**src/rtl/dummy_seq.sv**
```systemverilog
// dummy_seq: queued instruction sequencer that issues timed event pulses from WAIT instructions
module dummy_seq #(
  parameter int RESOURCE_INSTR_WIDTH = 27,
  parameter int ITER_WIDTH = 12,
  parameter int DELAY_WIDTH = 12,
  parameter int FIFO_DEPTH = 4
) (
  input  logic clk,
  input  logic rst,
  input  logic instr_en,
  input  logic [RESOURCE_INSTR_WIDTH-1:0] instr,
  input  logic activate,
  output logic busy,
  output logic event_pulse,
  output logic done,
  output logic overflow,
  output logic bad_op
);
  localparam int RW = RESOURCE_INSTR_WIDTH;
  localparam int OPCODE_WIDTH = RESOURCE_INSTR_WIDTH - ITER_WIDTH - DELAY_WIDTH;
  localparam int AW = $clog2(FIFO_DEPTH);
  if (OPCODE_WIDTH < 1) begin : g_chk_op
    $error("dummy_seq: opcode field width must be at least 1");
  end
  if (FIFO_DEPTH < 2 || (FIFO_DEPTH & (FIFO_DEPTH - 1)) != 0) begin : g_chk_fifo
    $error("dummy_seq: FIFO_DEPTH must be a power of two >= 2");
  end
  typedef enum logic [1:0] {IDLE, RUN, FIN} state_t;
  state_t state, n_state;
  logic [RW-1:0] mem [FIFO_DEPTH];
  logic [AW-1:0] rd_ptr, wr_ptr;
  logic [AW:0] cnt;
  logic [RW-1:0] exec, n_exec;
  logic [DELAY_WIDTH-1:0] dcnt, n_dcnt;
  logic [ITER_WIDTH-1:0] icnt, n_icnt;
  logic empty, full, is_wait, is_nop, fire, adv, pop, push, n_fire;
  assign empty = cnt == '0;
  assign full = cnt == (AW+1)'(FIFO_DEPTH);
  assign is_wait = exec[RW-1 -: OPCODE_WIDTH] == OPCODE_WIDTH'(1);
  assign is_nop = exec[RW-1 -: OPCODE_WIDTH] == '0;
  assign fire = state == RUN && is_wait && dcnt == exec[DELAY_WIDTH-1:0];
  assign adv = state == RUN && (!is_wait || (fire && icnt == exec[DELAY_WIDTH +: ITER_WIDTH]));
  assign pop = !empty && ((state == IDLE && activate) || adv);
  assign push = instr_en && (!full || pop);
  // Events are registered, so fire is looked ahead on the next-state values; this makes delay=0 pulse on the RUN entry cycle
  assign n_fire = n_state == RUN && n_exec[RW-1 -: OPCODE_WIDTH] == OPCODE_WIDTH'(1) && n_dcnt == n_exec[DELAY_WIDTH-1:0];
  always_comb begin
    n_state = state;
    n_exec = exec;
    n_dcnt = dcnt;
    n_icnt = icnt;
    case (state)
      IDLE: begin
        n_dcnt = '0;
        n_icnt = '0;
        if (activate) begin
          n_state = empty ? FIN : RUN;
          n_exec = empty ? exec : mem[rd_ptr];
        end
      end
      RUN: begin
        if (adv) begin
          n_state = empty ? FIN : RUN;
          n_exec = empty ? exec : mem[rd_ptr];
          n_dcnt = '0;
          n_icnt = '0;
        end else if (fire) begin
          n_dcnt = '0;
          n_icnt = icnt + 1'b1;
        end else begin
          n_dcnt = dcnt + 1'b1;
        end
      end
      default: n_state = IDLE;
    endcase
  end
  always_ff @(posedge clk) begin
    if (rst) begin
      state <= IDLE;
      exec <= '0;
      dcnt <= '0;
      icnt <= '0;
      rd_ptr <= '0;
      wr_ptr <= '0;
      cnt <= '0;
      busy <= 1'b0;
      event_pulse <= 1'b0;
      done <= 1'b0;
      overflow <= 1'b0;
      bad_op <= 1'b0;
    end else begin
      state <= n_state;
      exec <= n_exec;
      dcnt <= n_dcnt;
      icnt <= n_icnt;
      rd_ptr <= pop ? rd_ptr + 1'b1 : rd_ptr;
      wr_ptr <= push ? wr_ptr + 1'b1 : wr_ptr;
      cnt <= cnt + (AW+1)'(push) - (AW+1)'(pop);
      busy <= n_state == RUN;
      event_pulse <= n_fire;
      done <= n_state == FIN;
      overflow <= overflow | (instr_en & ~push);
      bad_op <= bad_op | (state == RUN && !is_wait && !is_nop);
    end
  end
  always_ff @(posedge clk) begin
    if (push && !rst) mem[wr_ptr] <= instr;
  end
endmodule
```
**config.mk**
```make
export PLATFORM = sky130hd
export DESIGN_NAME = dummy_seq
export DESIGN_NICKNAME = d
export VERILOG_FILES = /design/src/rtl/dummy_seq.sv
export SDC_FILE = /design/constraint.sdc
export NUM_CORES = 1
export LEC_CHECK = 0
export ABC_AREA = 0
export CAP_MARGIN = 20
export CORE_MARGIN = 2
export CORE_UTILIZATION = 39
export CTS_CLUSTER_DIAMETER = 50
export DETAILED_ROUTE_END_ITERATION = 10
export REMOVE_ABC_BUFFERS = 1
export SLEW_MARGIN = 20
export SYNTH_ARGS = -nofsm -noshare
export SYNTH_HDL_FRONTEND = slang
export SYNTH_SLANG_ARGS = --single-unit
```
**constraint.sdc**
```tcl
create_clock -name clk -period 3.7 [get_ports clk]
set_input_delay 0.37 -clock clk [delete_from_list [all_inputs] [get_ports clk]]
set_output_delay 0.37 -clock clk [all_outputs]
set_load 0.005 [all_outputs]
```
==> results of run 1 <==
## kinds of logic after synthesis
group | count (synthesis)
flip-flops | 175
AND/OR/NAND/NOR | 160
AO/OA/AOI/OAI | 69
XOR/XNOR | 53
multiplexers | 40
buffers and inverters | 38
adder cells (fa/ha/maj) | 8
## critical path, stage by stage (launching register included)
cell,delay [ns]
dfxtp_1,0.55
xor2_1,0.27
nor4_4,0.09
nand4_4,0.14
o21a_1,0.16
nor2_1,0.07
nor4b_1,0.37
nand2b_1,0.28
o21ai_0,0.11
ha_1,0.20
fa_1,0.38
xnor2_1,0.19
xnor2_1,0.14
nor2_1,0.05
## layout by cell type, fill, tap and decap left out, types with 2 or more instances in the layout
master	n
buf_4	13
mux2i_1	11
nor2_1	63
nand3_1	12
clkinvlp_4	2
clkinv_1	4
nand2b_1	2
bufinv_16	2
nor4_4	3
edfxtp_1	108
clkbuf_16	17
o22ai_1	2
mux2_2	2
a21oi_1	16
a2111oi_2	2
nand2_1	23
ha_1	7
clkdlybuf4s50_1	34
inv_1	6
and2_1	5
xnor2_1	16
nor4_1	3
clkinv_4	3
nand4_1	8
a211oi_1	13
and3_1	4
nand4b_1	3
a31oi_1	3
clkinv_2	2
xor2_1	37
nor4b_1	6
o211ai_1	2
buf_12	4
dfxtp_1	66
nor3_1	9
o21ai_0	20
nor3b_1	5
or2_2	2
nor2b_1	6
mux4_2	27
## path summary, 6_finish.rpt
kind / from / end / slack (ns) / cells past startpoint
worst min register to register: overflow$_SDFF_PP0_ / overflow$_SDFF_PP0_ / 0.48 / 2
worst min-delay path: rst / dcnt[11]$_SDFF_PP0_ / 0.41 / 2
worst max-delay path: dcnt[0]$_SDFF_PP0_ / cnt[2]$_SDFF_PP0_ / 0.58 / 13
worst max register to register: dcnt[0]$_SDFF_PP0_ / cnt[2]$_SDFF_PP0_ / 0.58 / 13
## final cells by class
| cell class | count | area, um2 |
|---|---|---|
| sequential | 175 | 4586 |
| tap | 234 | 292.8 |
| inverter | 7 | 26.28 |
| multi-input combinational | 330 | 2630 |
| clock buffer | 18 | 429.2 |
| clock inverter | 14 | 142.6 |
| fill | 1652 | 10010 |
| timing repair buffer | 52 | 523.0 |
## power groups by stage
stage / logic, uW / clock network, uW / registers [uW]
after detailed placement: 1680 / 0 / 2530
final: 1680 / 1730 / 2480
after CTS: 1690 / 1760 / 2480
after global placement: 1660 / 0 / 2520
after global routing: 1840 / 1840 / 2510
after floorplan: 1150 / 0 / 2520
## flip-flops by register name, summed over array words and instances, names as in the netlist, named ones only
register     flops
cnt              3
bad_op           1
state            2
wr_ptr           2
dcnt            12
rd_ptr           2
event_pulse      1
exec            27
done             1
icnt            12
mem            108
busy             1
overflow         1
## routing by layer
layer  global-route usage [%]  vias to the layer above
met5                        0                        -
met2                    25.29                      100
li1                         -                     2093
met3                    2.936                       19
met1                    20.50                     2184
met4                    5.158                        0
## through the flow
stage / cells / total power [uW] / hold WS (ns) / setup slack, ns
finish: 830 / 5891 / 0.4140 / 0.5794
global route: 830 / 6195 / 0.4257 / 0.2926
CTS: 830 / 5940 / 0.3935 / 0.5238
detailed placement: 798 / 4209 / 0.4701 / 0.5373
global placement: 798 / 4178 / 0.4693 / 0.6239
floorplan: 512 / 3668 / 0.4391 / 0.1984
==> metrics.md, run 1 <==
| Metric | Value |
|---|---|
| Outcome | finished, final reports clean |
| GRT Total Usage | 15.34% |
| Fin area | 0.008630 mm2 |
| Area growth, synth to finish | 16.76% |
| Post-synthesis cell count | 543 |
| Clock buffers created by TritonCTS | 17 |
| DR vias/cell | 5.296 |
| Post-route ant nets | 0 |
| Antenna cells | 0 |
| Post-CTS Resized | 0 |
| Setup Skew | 0.004833 ns |
| Placement Rows | 50 |
| Final Hold Vio Count | 0 |
| Setup crit end kind | flip-flop |
| Wirelength, routed | 14,640 um |
| Flop pwr share | 42.1% |
| Area after DPL | 0.008058 mm2 |
| Area of the mapped netlist | 0.007391 mm2 |
| DRT Pass-1 Iters | 5 |
| Uppermost layer routed | met4 |
| Die height | 141.7 um |
| Slew headroom | 45.04% |
| Period minus WS final | 3.121 ns |
| Total congestion overflow | 0 |
| Hold Buf Count CTS | 0 |
| Post-CTS setup-driven buffer insertion count | 0 |
| Metal3 WL | 613 um |
| FFs w/ async S/R, synth | 0% |
| HP Class | in -> reg |
| Initial core utilization | 39.64% |
| Synth area leader | edfxtp_1 |
| CP arrival | 3.41 ns |
| Pwr Density | 682.6 mW/mm2 |
| Share of layout cells above drive strength 1 | 14.60% |
| WP data required | 3.99 ns |
| Pleak | 0.002965 uW |
| IO Port Bufs | 35 |
| Unrepaired setup endpoints after global routing | false |
| Synth top area share | 43.88% |
| Initial DRC Count | 351 |
| CP Class | reg -> reg |
| H-tree lvl count | 4 |
| Area share of fa/ha/maj cells after synthesis | 1.456% |
| Avg Cell Area, Syn | 13.61 um2 |
| Initial antenna violation count | 0 |
| Largest net degree at the start of global routing | 34 |
| Clk slew on worst S/H paths | 0.07 ns |
| Final setup violation count | 0 |
| Register area share after synthesis | 62.03% |
| Ys Warns | 0 |
| Slew @ Worst Pin | 0.8227 ns |
| Root Driver | clkbuf_16 |
| Logic pwr share | 28.5% |
| Top Ports | 36 |
| Largest family of logic cells by synthesized area | simple AND/OR/NAND/NOR gates |
| Vias in the first global route | 4,417 |
| Max Cap Viol | 0 |
| Post-synth EDFFs | 108 |
| Netlist cell types | 54 |
| Synth area leaders | edfxtp_1 (44%), dfxtp_1 (18%), mux4_2 (8.2%) |
| Commonest cells in the netlist | edfxtp_1 (108), dfxtp_1 (67), nor2_1 (63) |
| Slew Viols, Final | 0 |
| Metal1 wirelength | 6672 um |
| Compound-cell area share of the yosys netlist | 6.213% |
| FF+latch count, synth | 175 |
| First-pass GRT wire length | 23,740 um |
| Layout net count | 622 |
| Int Pwr | 4053 uW |
| DR vias | 4,396 |
| Final Cycle Share | 84.34% |
| CTS tree | yes |
| Most common cell in the netlist | edfxtp_1 |
| DPL Wire Length | 9828 um |
| Clock power frac | 29.4% |
| Post-Synth XOR/XNOR Area | 6.281% |
| Mux share of post-synthesis cell area | 10.02% |
| Net Switching | 1837 uW |
| Most used DFF post-synth | edfxtp_1 |
| CP max FO | 10 |
| Area of the die | 0.02007 mm2 |
| Die width | 141.7 um |
| Clock Path Buffers | 2 |
| Wirelength per Cell | 17.64 um |
| CP startpoint kind | flip-flop |
| CORE AREA | 0.01864 mm2 |
| Switching share of power | 31.19% |
| Routed length on met2 | 7149 um |
| Post-synthesis simple-gate area fraction | 11.61% |
| Utilization after layout | 46.29% |
| Clk sink count | 175 |
| DRC errors left | 0 |
| Placer Congestion | 0.8241 |
| Insertion delay to the later sink of the worst-skew pair | 0.42 ns |
| Setup TNS | 0 ns |
| Max VDD drop | 0.3764 mV |
| Fmax | 0.3204 GHz |
(Power assumes the default switching activity.)
==> run 2, diff against run 1 <==
==> constraint.sdc (replaced) <==
create_clock -name clk -period 3 [get_ports clk]
set_input_delay 0.3 -clock clk [delete_from_list [all_inputs] [get_ports clk]]
set_output_delay 0.3 -clock clk [all_outputs]
set_load 0.005 [all_outputs]
==> metrics.md, run 2 (synthesis results as in run 1) <==
| Metric | Value |
|---|---|
| Wirelength per Cell | 17.85 um (+1.2%) |
| CP startpoint | icnt[11]$_SDFFE_PP0P_ |
| Final Cycle Share | 96.30% (+12 points) |
| Antenna cells | 0 (unchanged) |
| Max VDD drop | 0.5092 mV (+35%) |
| R2r setup slk | 0.11 ns (-0.47 ns) |
| Slew headroom | 65.56% (+21 points) |
| Area growth, synth to finish | 20.96% |
| DRT Pass-1 Iters | 7 (+2) |
| Root Driver | clkbuf_16 |
| Outcome | finished, final reports clean |
| Biggest regs | mem (108), exec (27) |
| CORE AREA | 0.01864 mm2 (unchanged) |
| Post-Place Worst Slack | 0.001377 ns (-0.5360 ns) |
| Largest net degree at the start of global routing | 28 (-18%) |
| Worst r2r src | icnt[11]$_SDFFE_PP0P_ |
| Slew Viols, Final | 0 (unchanged) |
| Initial DRC Count | 347 (-1.1%) |
| Layout net count | 658 (+5.8%) |
| First-pass GRT wire length | 25,030 um (+5.4%) |
| Total congestion overflow | 0 (unchanged) |
| R2R depth | 11 (-2) |
| Max Cap Viol | 0 (unchanged) |
| Critical Path End | mem[2][5]$_DFFE_PP_ |
| Setup Skew | 0.01217 ns (+0.007341 ns) |
| CP max FO | 27 (+17) |
| DRC errors left | 0 (unchanged) |
| FF/Latch Area | 0.004588 mm2 (about the same) |
| Min-delay src | rst |
| H-tree lvl count | 4 (unchanged) |
| CTS tree | yes |
| Pwr Density | 842.6 mW/mm2 (+23%) |
| Reg-to-reg endpoint | mem[2][5]$_DFFE_PP_ |
| Commonest non-fill, non-tap cells in the layout | edfxtp_1 (108), dfxtp_1 (64), nor2_1 (63) |
| Pleak | 0.003159 uW (+6.5%) |
| Vias in the first global route | 4,688 (+6.1%) |
| Filler instances | 1,641 (-0.67%) |
| DPL Wire Length | 10,710 um (+9.0%) |
| Final Hold Vio Count | 0 (unchanged) |
| Period minus WS final | 2.889 ns (-0.2316 ns) |
| GRT Total Usage | 16.45% (+1.1 points) |
| Clk sink count | 175 (unchanged) |
| Placement Rows | 50 (unchanged) |
| Area of the multi-input gates | 0.002658 mm2 (+1.0%) |
| Area of the die | 0.02007 mm2 (unchanged) |
| CP arrival | 3.00 ns (-0.41 ns) |
| DR vias/cell | 5.225 (-1.3%) |
| Worst hold margin | 0.3381 ns (-0.07585 ns) |
| Placer Congestion | 0.7973 (-3.3%) |
| Slew @ Worst Pin | 0.5165 ns (-0.3062 ns) |
| Wirelength, routed | 15,460 um (+5.5%) |
| CP startpoint kind | flip-flop |
| CP Class | reg -> reg |
| Initial antenna violation count | 0 (unchanged) |
| Final setup violation count | 0 (unchanged) |
| Share of layout cells above drive strength 1 | 20.41% (+5.8 points) |
| Most flop-heavy register | mem |
| Number of flip-flops in the largest register | 108 (unchanged) |
| Unrepaired setup endpoints after global routing | false |
| Die width | 141.7 um (unchanged) |
| Hold Buf Count CTS | 0 (unchanged) |
| Die height | 141.7 um (unchanged) |
| DR vias | 4,525 (+2.9%) |
| Total power | 7533 uW (+28%) |
| Post-route ant nets | 0 (unchanged) |
| Insertion delay to the later sink of the worst-skew pair | 0.42 ns (about the same) |
| Clock buffers created by TritonCTS | 17 (unchanged) |
| Setup crit end kind | flip-flop |
| IO Port Bufs | 35 (unchanged) |
| Initial core utilization | 39.64% (unchanged) |
| Final WS setup | 0.1110 ns (-0.4684 ns) |
| WP data required | 3.11 ns (-0.88 ns) |
| Fmax | 0.3461 GHz (+8.0%) |
| Commonest non-fill, non-tap cell in the layout | edfxtp_1 |
| Setup TNS | 0 ns (unchanged) |
| Top Ports | 36 (unchanged) |
| Clock Path Buffers | 2 (unchanged) |
| Clk slew on worst S/H paths | 0.06 ns (about the same) |
| HP Class | in -> reg |
==> run 2: where the power goes <==
part	internal, uW	switching, uW	total [uW]
clock	1250	892	2150
sequential	2830	202	3030
combinational	1130	1230	2360
total	5210	2320	7530
==> run 2: worst min path at each step <==
stage          depth (start not counted)                 end  slack, ns
2_1_floorplan                          1     busy$_SDFF_PP0_       0.37
3_3_place_gp                           2   bad_op$_SDFF_PP0_       0.47
3_5_place_dp                           2   bad_op$_SDFF_PP0_       0.46
4_1_cts                                2  dcnt[3]$_SDFF_PP0_       0.33
5_1_grt                                2           flip-flop       0.36
6_report                               2  exec[5]$_SDFF_PP0_       0.34
==> run 2: final cells by class <==
type	count	share of cell area (%)
flip-flops and latches	175	51.32
inverters	7	0.2939
well taps	234	3.275
repair buffers	88	9.013
multi-input cells	330	29.73
clock inverters	9	1.246
clock buffers	23	5.122
==> run 2: worst max-delay path: stages, from the launching register on <==
cell and delay (ns):
dfxtp_1 0.34, xor2_1 0.17, nor4_2 0.38, nand3_1 0.21, o21a_1 0.25, nor2_1 0.19, nor4b_2 0.09, nand2b_1 0.17
buf_4 0.15, nor2_1 0.19, and2_1 0.22, buf_12 0.22
==> run 2: layer usage <==
| layer | wire length [um] | track usage [%] | vias up |
|---|---|---|---|
| met4 | 224 | 6.105 | 0 |
| li1 | - | - | 2171 |
| met2 | 7424 | 26.14 | 87 |
| met3 | 427 | 2.700 | 17 |
| met5 | 0 | 0 | - |
| met1 | 7379 | 22.92 | 2250 |
==> run 2: per-stage QoR <==
step | std cells | instance area, um2 | utilization, %
global placement | 834 | 8341 | 44.74
floorplan | 512 | 7241 | -
finish | 866 | 8940 | 47.95
global route | 866 | 8940 | 47.95
CTS | 866 | 8922 | 47.86
detailed placement | 834 | 8341 | 44.74
==> run 2: repair_timing <==
action                                  in CTS  in global routing
buffers inserted                             0                  0
pin swaps                                    0                  2
endpoints found under the setup margin     108                110
gates resized for setup                      2                  6
==> run 3, diff against run 2 <==
--- a/config.mk
+++ b/config.mk
@@ -11,6 +11,7 @@
 export CORE_UTILIZATION = 39
 export CTS_CLUSTER_DIAMETER = 50
 export DETAILED_ROUTE_END_ITERATION = 10
+export HOLD_SLACK_MARGIN = 0.03
 export REMOVE_ABC_BUFFERS = 1
 export SLEW_MARGIN = 20
 export SYNTH_ARGS = -nofsm -noshare
==> results of run 3 <==
Final layout, timing and power as in run 2 (identical DEF).
